<file path="src/rtl/tl_pkg.sv">
// rtl/tl_pkg.sv - transaction-layer shared state encodings and mode constants
package tl_pkg;

  typedef enum logic [3:0] {
    ST_RESET  = 4'b0001,
    ST_INIT   = 4'b0010,
    ST_IDLE   = 4'b0100,
    ST_ACTIVE = 4'b1000
  } tl_state_e;

  localparam int MODE_RR    = 0;
  localparam int MODE_ROUTE = 1;

  // Only IDLE and ACTIVE may start new source reads.
  function automatic logic state_can_pop(input logic [3:0] st);
    return (st == ST_IDLE) || (st == ST_ACTIVE);
  endfunction

endpackage

</file>
<file path="src/rtl/rr_pick.sv">
// rtl/rr_pick.sv - combinational round-robin picker: first request at or after ptr_i, wrapping
module rr_pick #(
  parameter int N = 4,
  parameter int W = $clog2(N)
) (
  input  logic [N-1:0] req_i,
  input  logic [W-1:0] ptr_i,
  output logic [N-1:0] gnt_oh_o,
  output logic [W-1:0] gnt_idx_o,
  output logic         any_req_o
);

  function automatic logic [W-1:0] wrap_add(input logic [W-1:0] base, input int ofs);
    int s;
    s = int'(base) + ofs;
    if (s >= N) s = s - N;
    return W'(s);
  endfunction

  logic           found;
  logic [W-1:0]   idx;

  always_comb begin
    found = 1'b0;
    idx   = '0;
    for (int k = 0; k < N; k++) begin
      if (!found && req_i[wrap_add(ptr_i, k)]) begin
        found = 1'b1;
        idx   = wrap_add(ptr_i, k);
      end
    end
  end

  always_comb begin
    gnt_oh_o = '0;
    for (int i = 0; i < N; i++) begin
      gnt_oh_o[i] = found && (idx == W'(i));
    end
  end

  assign gnt_idx_o = idx;
  assign any_req_o = found;

endmodule

</file>
<file path="src/rtl/referee_rr.sv">
// rtl/referee_rr.sv - moves words from one source FIFO to NUM_CH destination FIFOs,
// round-robin over eligible channels or routed by a destination field in the word.
module referee_rr
  import tl_pkg::*;
#(
  parameter int NUM_CH = 4,
  parameter int DATA_W = 12,
  parameter int MODE   = MODE_RR
) (
  input  logic              clk,
  input  logic              reset,
  input  logic [3:0]        state,
  input  logic [NUM_CH-1:0] ch_mask,
  input  logic              src_empty,
  input  logic [DATA_W-1:0] src_data,
  output logic              src_pop,
  input  logic [NUM_CH-1:0] dst_almost_full,
  output logic [NUM_CH-1:0] dst_push,
  output logic [DATA_W-1:0] dst_data,
  output logic [15:0]       words_out,
  output logic              idle
);

  localparam int CH_W  = $clog2(NUM_CH);
  localparam int CH_P2 = 1 << CH_W;

  logic [CH_W-1:0]   ptr_q, ptr_d;
  logic              s1_vld_q, s1_vld_d;
  logic [NUM_CH-1:0] s1_oh_q, s1_oh_d;
  logic [NUM_CH-1:0] push_q, push_d;
  logic [DATA_W-1:0] data_q, data_d;
  logic [15:0]       words_q, words_d;

  logic [NUM_CH-1:0] eligible;
  logic [NUM_CH-1:0] gnt_oh;
  logic [CH_W-1:0]   gnt_idx;
  logic              any_elig;
  logic              pop;
  logic [CH_W-1:0]   dest;
  logic [CH_P2-1:0]  mask_ext;
  logic [CH_P2-1:0]  route_ext;
  logic [NUM_CH-1:0] route_oh;

  assign eligible = ch_mask & ~dst_almost_full;

  rr_pick #(
    .N (NUM_CH),
    .W (CH_W)
  ) u_pick (
    .req_i     (eligible),
    .ptr_i     (ptr_q),
    .gnt_oh_o  (gnt_oh),
    .gnt_idx_o (gnt_idx),
    .any_req_o (any_elig)
  );

  // Routed mode waits until every enabled channel can take a word, since the
  // destination is unknown until the data returns a cycle later.
  always_comb begin
    pop = 1'b0;
    if (!reset && state_can_pop(state) && !src_empty) begin
      if (MODE == MODE_ROUTE) begin
        pop = (|ch_mask) && !(|(ch_mask & dst_almost_full));
      end else begin
        pop = any_elig;
      end
    end
  end

  assign dest = src_data[DATA_W-1 -: CH_W];

  // Indices beyond NUM_CH read as masked, so out-of-range words are dropped.
  always_comb begin
    mask_ext             = '0;
    mask_ext[NUM_CH-1:0] = ch_mask;
    route_ext            = '0;
    route_ext[dest]      = mask_ext[dest];
  end

  assign route_oh = route_ext[NUM_CH-1:0];

  always_comb begin
    ptr_d    = ptr_q;
    s1_vld_d = pop;
    s1_oh_d  = gnt_oh;
    push_d   = '0;
    data_d   = data_q;
    words_d  = words_q + 16'(|push_q);

    if (MODE == MODE_RR && pop) begin
      ptr_d = (gnt_idx == CH_W'(NUM_CH - 1)) ? '0 : gnt_idx + 1'b1;
    end

    if (s1_vld_q) begin
      push_d = (MODE == MODE_ROUTE) ? route_oh : s1_oh_q;
    end

    if (|push_d) begin
      data_d = src_data;
    end

    if (state == ST_RESET) begin
      ptr_d    = '0;
      s1_vld_d = 1'b0;
      s1_oh_d  = '0;
      push_d   = '0;
      data_d   = '0;
      words_d  = '0;
    end
  end

  always_ff @(posedge clk or posedge reset) begin
    if (reset) begin
      ptr_q    <= '0;
      s1_vld_q <= 1'b0;
      s1_oh_q  <= '0;
      push_q   <= '0;
      data_q   <= '0;
      words_q  <= '0;
    end else begin
      ptr_q    <= ptr_d;
      s1_vld_q <= s1_vld_d;
      s1_oh_q  <= s1_oh_d;
      push_q   <= push_d;
      data_q   <= data_d;
      words_q  <= words_d;
    end
  end

  assign src_pop   = pop;
  assign dst_push  = push_q;
  assign dst_data  = data_q;
  assign words_out = words_q;
  assign idle      = ~pop & ~s1_vld_q & ~(|push_q);

endmodule

</file>
<file path="config.mk">
export PLATFORM = sky130hd
export DESIGN_NAME = referee_rr
export DESIGN_NICKNAME = d
export VERILOG_FILES = /design/src/rtl/tl_pkg.sv /design/src/rtl/rr_pick.sv /design/src/rtl/referee_rr.sv
export SDC_FILE = /design/constraint.sdc
export NUM_CORES = 1
export LEC_CHECK = 0
export ABC_AREA = 1
export ABC_CLOCK_PERIOD_IN_PS = 6200
export CAP_MARGIN = 0
export CORE_MARGIN = 1
export CORE_UTILIZATION = 51
export CTS_CLUSTER_SIZE = 30
export DETAILED_ROUTE_END_ITERATION = 8
export GPL_TIMING_DRIVEN = 0
export PLACE_DENSITY = 0.84
export SLEW_MARGIN = 5
export SYNTH_ARGS = -nofsm -noshare
export SYNTH_HDL_FRONTEND = slang
export SYNTH_SLANG_ARGS = --single-unit
</file>
<file path="constraint.sdc">
create_clock -name clk -period 6.2 [get_ports clk]
set_clock_uncertainty 0.2 [all_clocks]
set_input_delay 1.24 -clock clk [delete_from_list [all_inputs] [get_ports clk]]
set_output_delay 1.24 -clock clk [all_outputs]
set_load 0.02 [all_outputs]
</file>
==> impl_metrics.json <==
{
  "fin_ws_ns": 1.53,
  "min_path_cells": 2,
  "numPortBuffers": 60,
  "tightest_slew_ns": 0.788,
  "drt-initial-drc-count": 155,
  "n_fill_cell": 305,
  "end_kind": "output port",
  "maxSlewViolCount": 0,
  "gp_congestion": 0.834,
  "antenna_found_initial": 0,
  "drt_first_pass_iters": 4,
  "syn-cell-area_um2": 2080,
  "startpoint_type": "input pin",
  "final_nets": 351,
  "r2r_slack_ns": 3.76,
  "rows": 22,
  "via_per_inst": 5.15,
  "path_clk_slew_ns": 0.07,
  "setup_viol": 0,
  "required_ns": 4.76,
  "synth.yosys.seq_area_share": 0.469,
  "synthDistinctLibCells": 30,
  "syn-num-nets": 284,
  "die_w_um": 65.9,
  "place_ws_ns": 1.56,
  "io_pins": 61,
  "syn_inst": 251,
  "fin_crit_sh": 0.753,
  "areaGrowthSynthToFinish_pct": 35.2,
  "synth_simple_gate_area_frac": 0.327,
  "start_util": 0.548,
  "cts_buffers": 5,
  "place_hpwl_um": 3490,
  "clockRootBuffer": "clkbuf_8",
  "final.min_clock_period_ns": 4.67,
  "cap_violations": 0,
  "htreeDepth": 2,
  "yosysWarnings": 0,
  "grt_max_degree": 40,
  "ys_async_sr_fraction": 1.00,
  "holdPathEnd": "dst_data[3]",
  "cts_tree": "done",
  "drive_gt1_frac": 0.114,
  "cts_resized": 0,
  "ys.flop_type": "dfrtp_1",
  "grt_pass1_vias": 1806,
  "hp-class": "reg2reg",
  "cts.sinks": 39,
  "p_leak_nw": 1.42,
  "vias": 1880,
  "grt_overflow_total": 0,
  "path_class": "in2out",
  "rsz0062_at_grt": "false",
  "cp.arrival_ns": 3.23,
  "synth-seq-cells": 39,
  "wire_per_inst_um": 12.8,
  "reg2reg_depth": 8,
  "r2r-end": "words_out[14]",
  "clock_latency_ns": 0.29,
  "ir_worst_vdd_mv": 0.201,
  "slew_headroom": 0.474,
  "drc": 0,
  "synth_fa_ha_area_frac": 0.0361,
  "hold_viol_final": 0,
  "grtUsageTotal": 0.249,
  "setup_tns_ns": 0,
  "path_max_fanout": 5,
  "outcome": "complete, no violations",
  "avgSynthCellArea_um2": 8.29,
  "synth_edf_count": 0,
  "antenna_cells": 0,
  "fmax_mhz": 214,
  "die_y_um": 65.9,
  "clk_path_buf_depth": 2,
  "dieArea_um2": 4340,
  "coreArea_um2": 3800,
  "cts_hold_buf": 0,
  "synth.area.mux_share": 0,
  "antenna_left": 0,
  "finalWirelength_um": 4660,
  "pwr_density_cell_nw_per_um2": 302,
  "cts_setup_buffers": 0,
  "synth_top_family_by_area": "simple AND/OR/NAND/NOR gates",
  "r2r-start": "dst_push[1]",
  "synth_xor_xnor_area_share": 0.0253,
  "synth_compound_area_frac": 0.0529,
  "hp-start": "dst_data[3]",
  "grt_first_pass_wirelength_um": 8120
}
==> cell type report <==
type                            instances  area [um2]  area share
Sequential cell                        39         976       0.347
Timing Repair Buffer                   60         601       0.213
Buffer                                  6        35.0      0.0124
Multi-Input combinational cell        167         918       0.326
Inverter                               39         151      0.0538
Tap cell                               48        60.1      0.0213
Clock buffer                            6        72.6      0.0258
==> metal layers <==
metal	track usage	part of all wire	routed length [um]
met1	0.320	0.44	2070
met2	0.408	0.50	2330
met3	0.0448	0.038	175
met4	0.111	0.019	87
met5	0	0	0
==> registers in the layout, summed over array words and instances (netlist names) <==
name and cells:
dst_push 4, dst_data 12, s1_vld_q 1, s1_oh_q 4
ptr_q 2, words_out 16
==> cells in the mapped netlist, types with 3 or more instances <==
cell	instances	area [um2]
o21ai_0	5	25.0
nand2_1	55	206
nand2_2	4	25.0
nand2_4	3	33.8
nor3_2	3	30.0
xor2_1	3	26.3
inv_1	30	113
a21oi_1	8	40.0
inv_2	7	26.3
nand4_1	5	31.3
nor2_1	14	52.6
nand3_1	37	185
xnor2_1	3	26.3
buf_2	4	20.0
ha_1	6	75.1
nor3_1	9	45.0
dfrtp_1	39	976
==> metrics by stage <==
step	hold slack, ns	std cells	util	total power (W)	area (um2)
3_3_place_gp	0.253	359	0.722	0.000685	2740
6_report	0.275	365	0.741	0.000849	2810
4_1_cts	0.278	365	0.741	0.000854	2810
3_5_place_dp	0.257	359	0.722	0.000697	2740
5_1_grt	0.305	365	0.741	0.000913	2810
2_1_floorplan	0.279	251	-	0.000577	2080
==> worst max path at each step <==
stage / slack [ns] / endpoint / cells past startpoint / from
5_1_grt: 1.40 / idle / 10 / dst_almost_full[2]
6_report: 1.53 / idle / 10 / dst_almost_full[2]
2_1_floorplan: 2.57 / idle / 8 / dst_almost_full[3]
3_3_place_gp: 1.57 / idle / 10 / dst_almost_full[3]
3_5_place_dp: 1.56 / idle / 10 / dst_almost_full[2]
4_1_cts: 1.53 / idle / 10 / dst_almost_full[2]
==> worst max-delay path, stage by stage <==
cell and delay [ns]:
clkdlybuf4s50_1 0.46, inv_1 0.05, nand3_2 0.07, nand2_1 0.11, nor2_2 0.23, nand3_4 0.13
nand2_4 0.11, inv_4 0.05, nor3_2 0.14, clkdlybuf4s50_1 0.64
==> logic make-up (layout without fill, tap and decap cells) <==
logic type,count (synthesis),count (layout)
xor+xnor,6,6
simple gates,137,137
fa+ha+maj,6,6
flops,39,39
compound gates,18,18
buf+inv,45,111
==> report_power, final <==
group	switching [W]	internal, W	leakage, nW
clock	0.0000796	0.0000749	0.0371
sequential	0.0000255	0.000297	0.535
combinational	0.000218	0.000153	0.852
total	0.000323	0.000525	1.42
==> placed cells by master (no fill, tap or decap) <==
master           Yosys  routed
nor3b_1              1       1
clkdlybuf4s50_1      0      60
o21ai_0              5       5
dfrtp_1             39      39
nand2_1             55      55
nand3_1             37      37
buf_2                4       4
a22oi_1              2       2
nor3_1               9       9
clkbuf_1             1       2
nand3_4              1       1
a41oi_1              1       1
inv_2                7       8
inv_4                2       2
nand3_2              2       2
nor3_2               3       3
nor2_1              14      14
xor2_1               3       3
nor3b_2              1       1
inv_1               30      29
nand2_2              4       4
a21oi_1              8       8
o21ai_4              1       1
nor2_2               1       1
xnor2_1              3       3
buf_6                1       1
clkbuf_8             0       5
or4_1                1       1
o21ai_1              1       1
nand2_4              3       3
nand4_1              5       5
ha_1                 6       6
No activity file was read; power rests on OpenSTA's default activity.
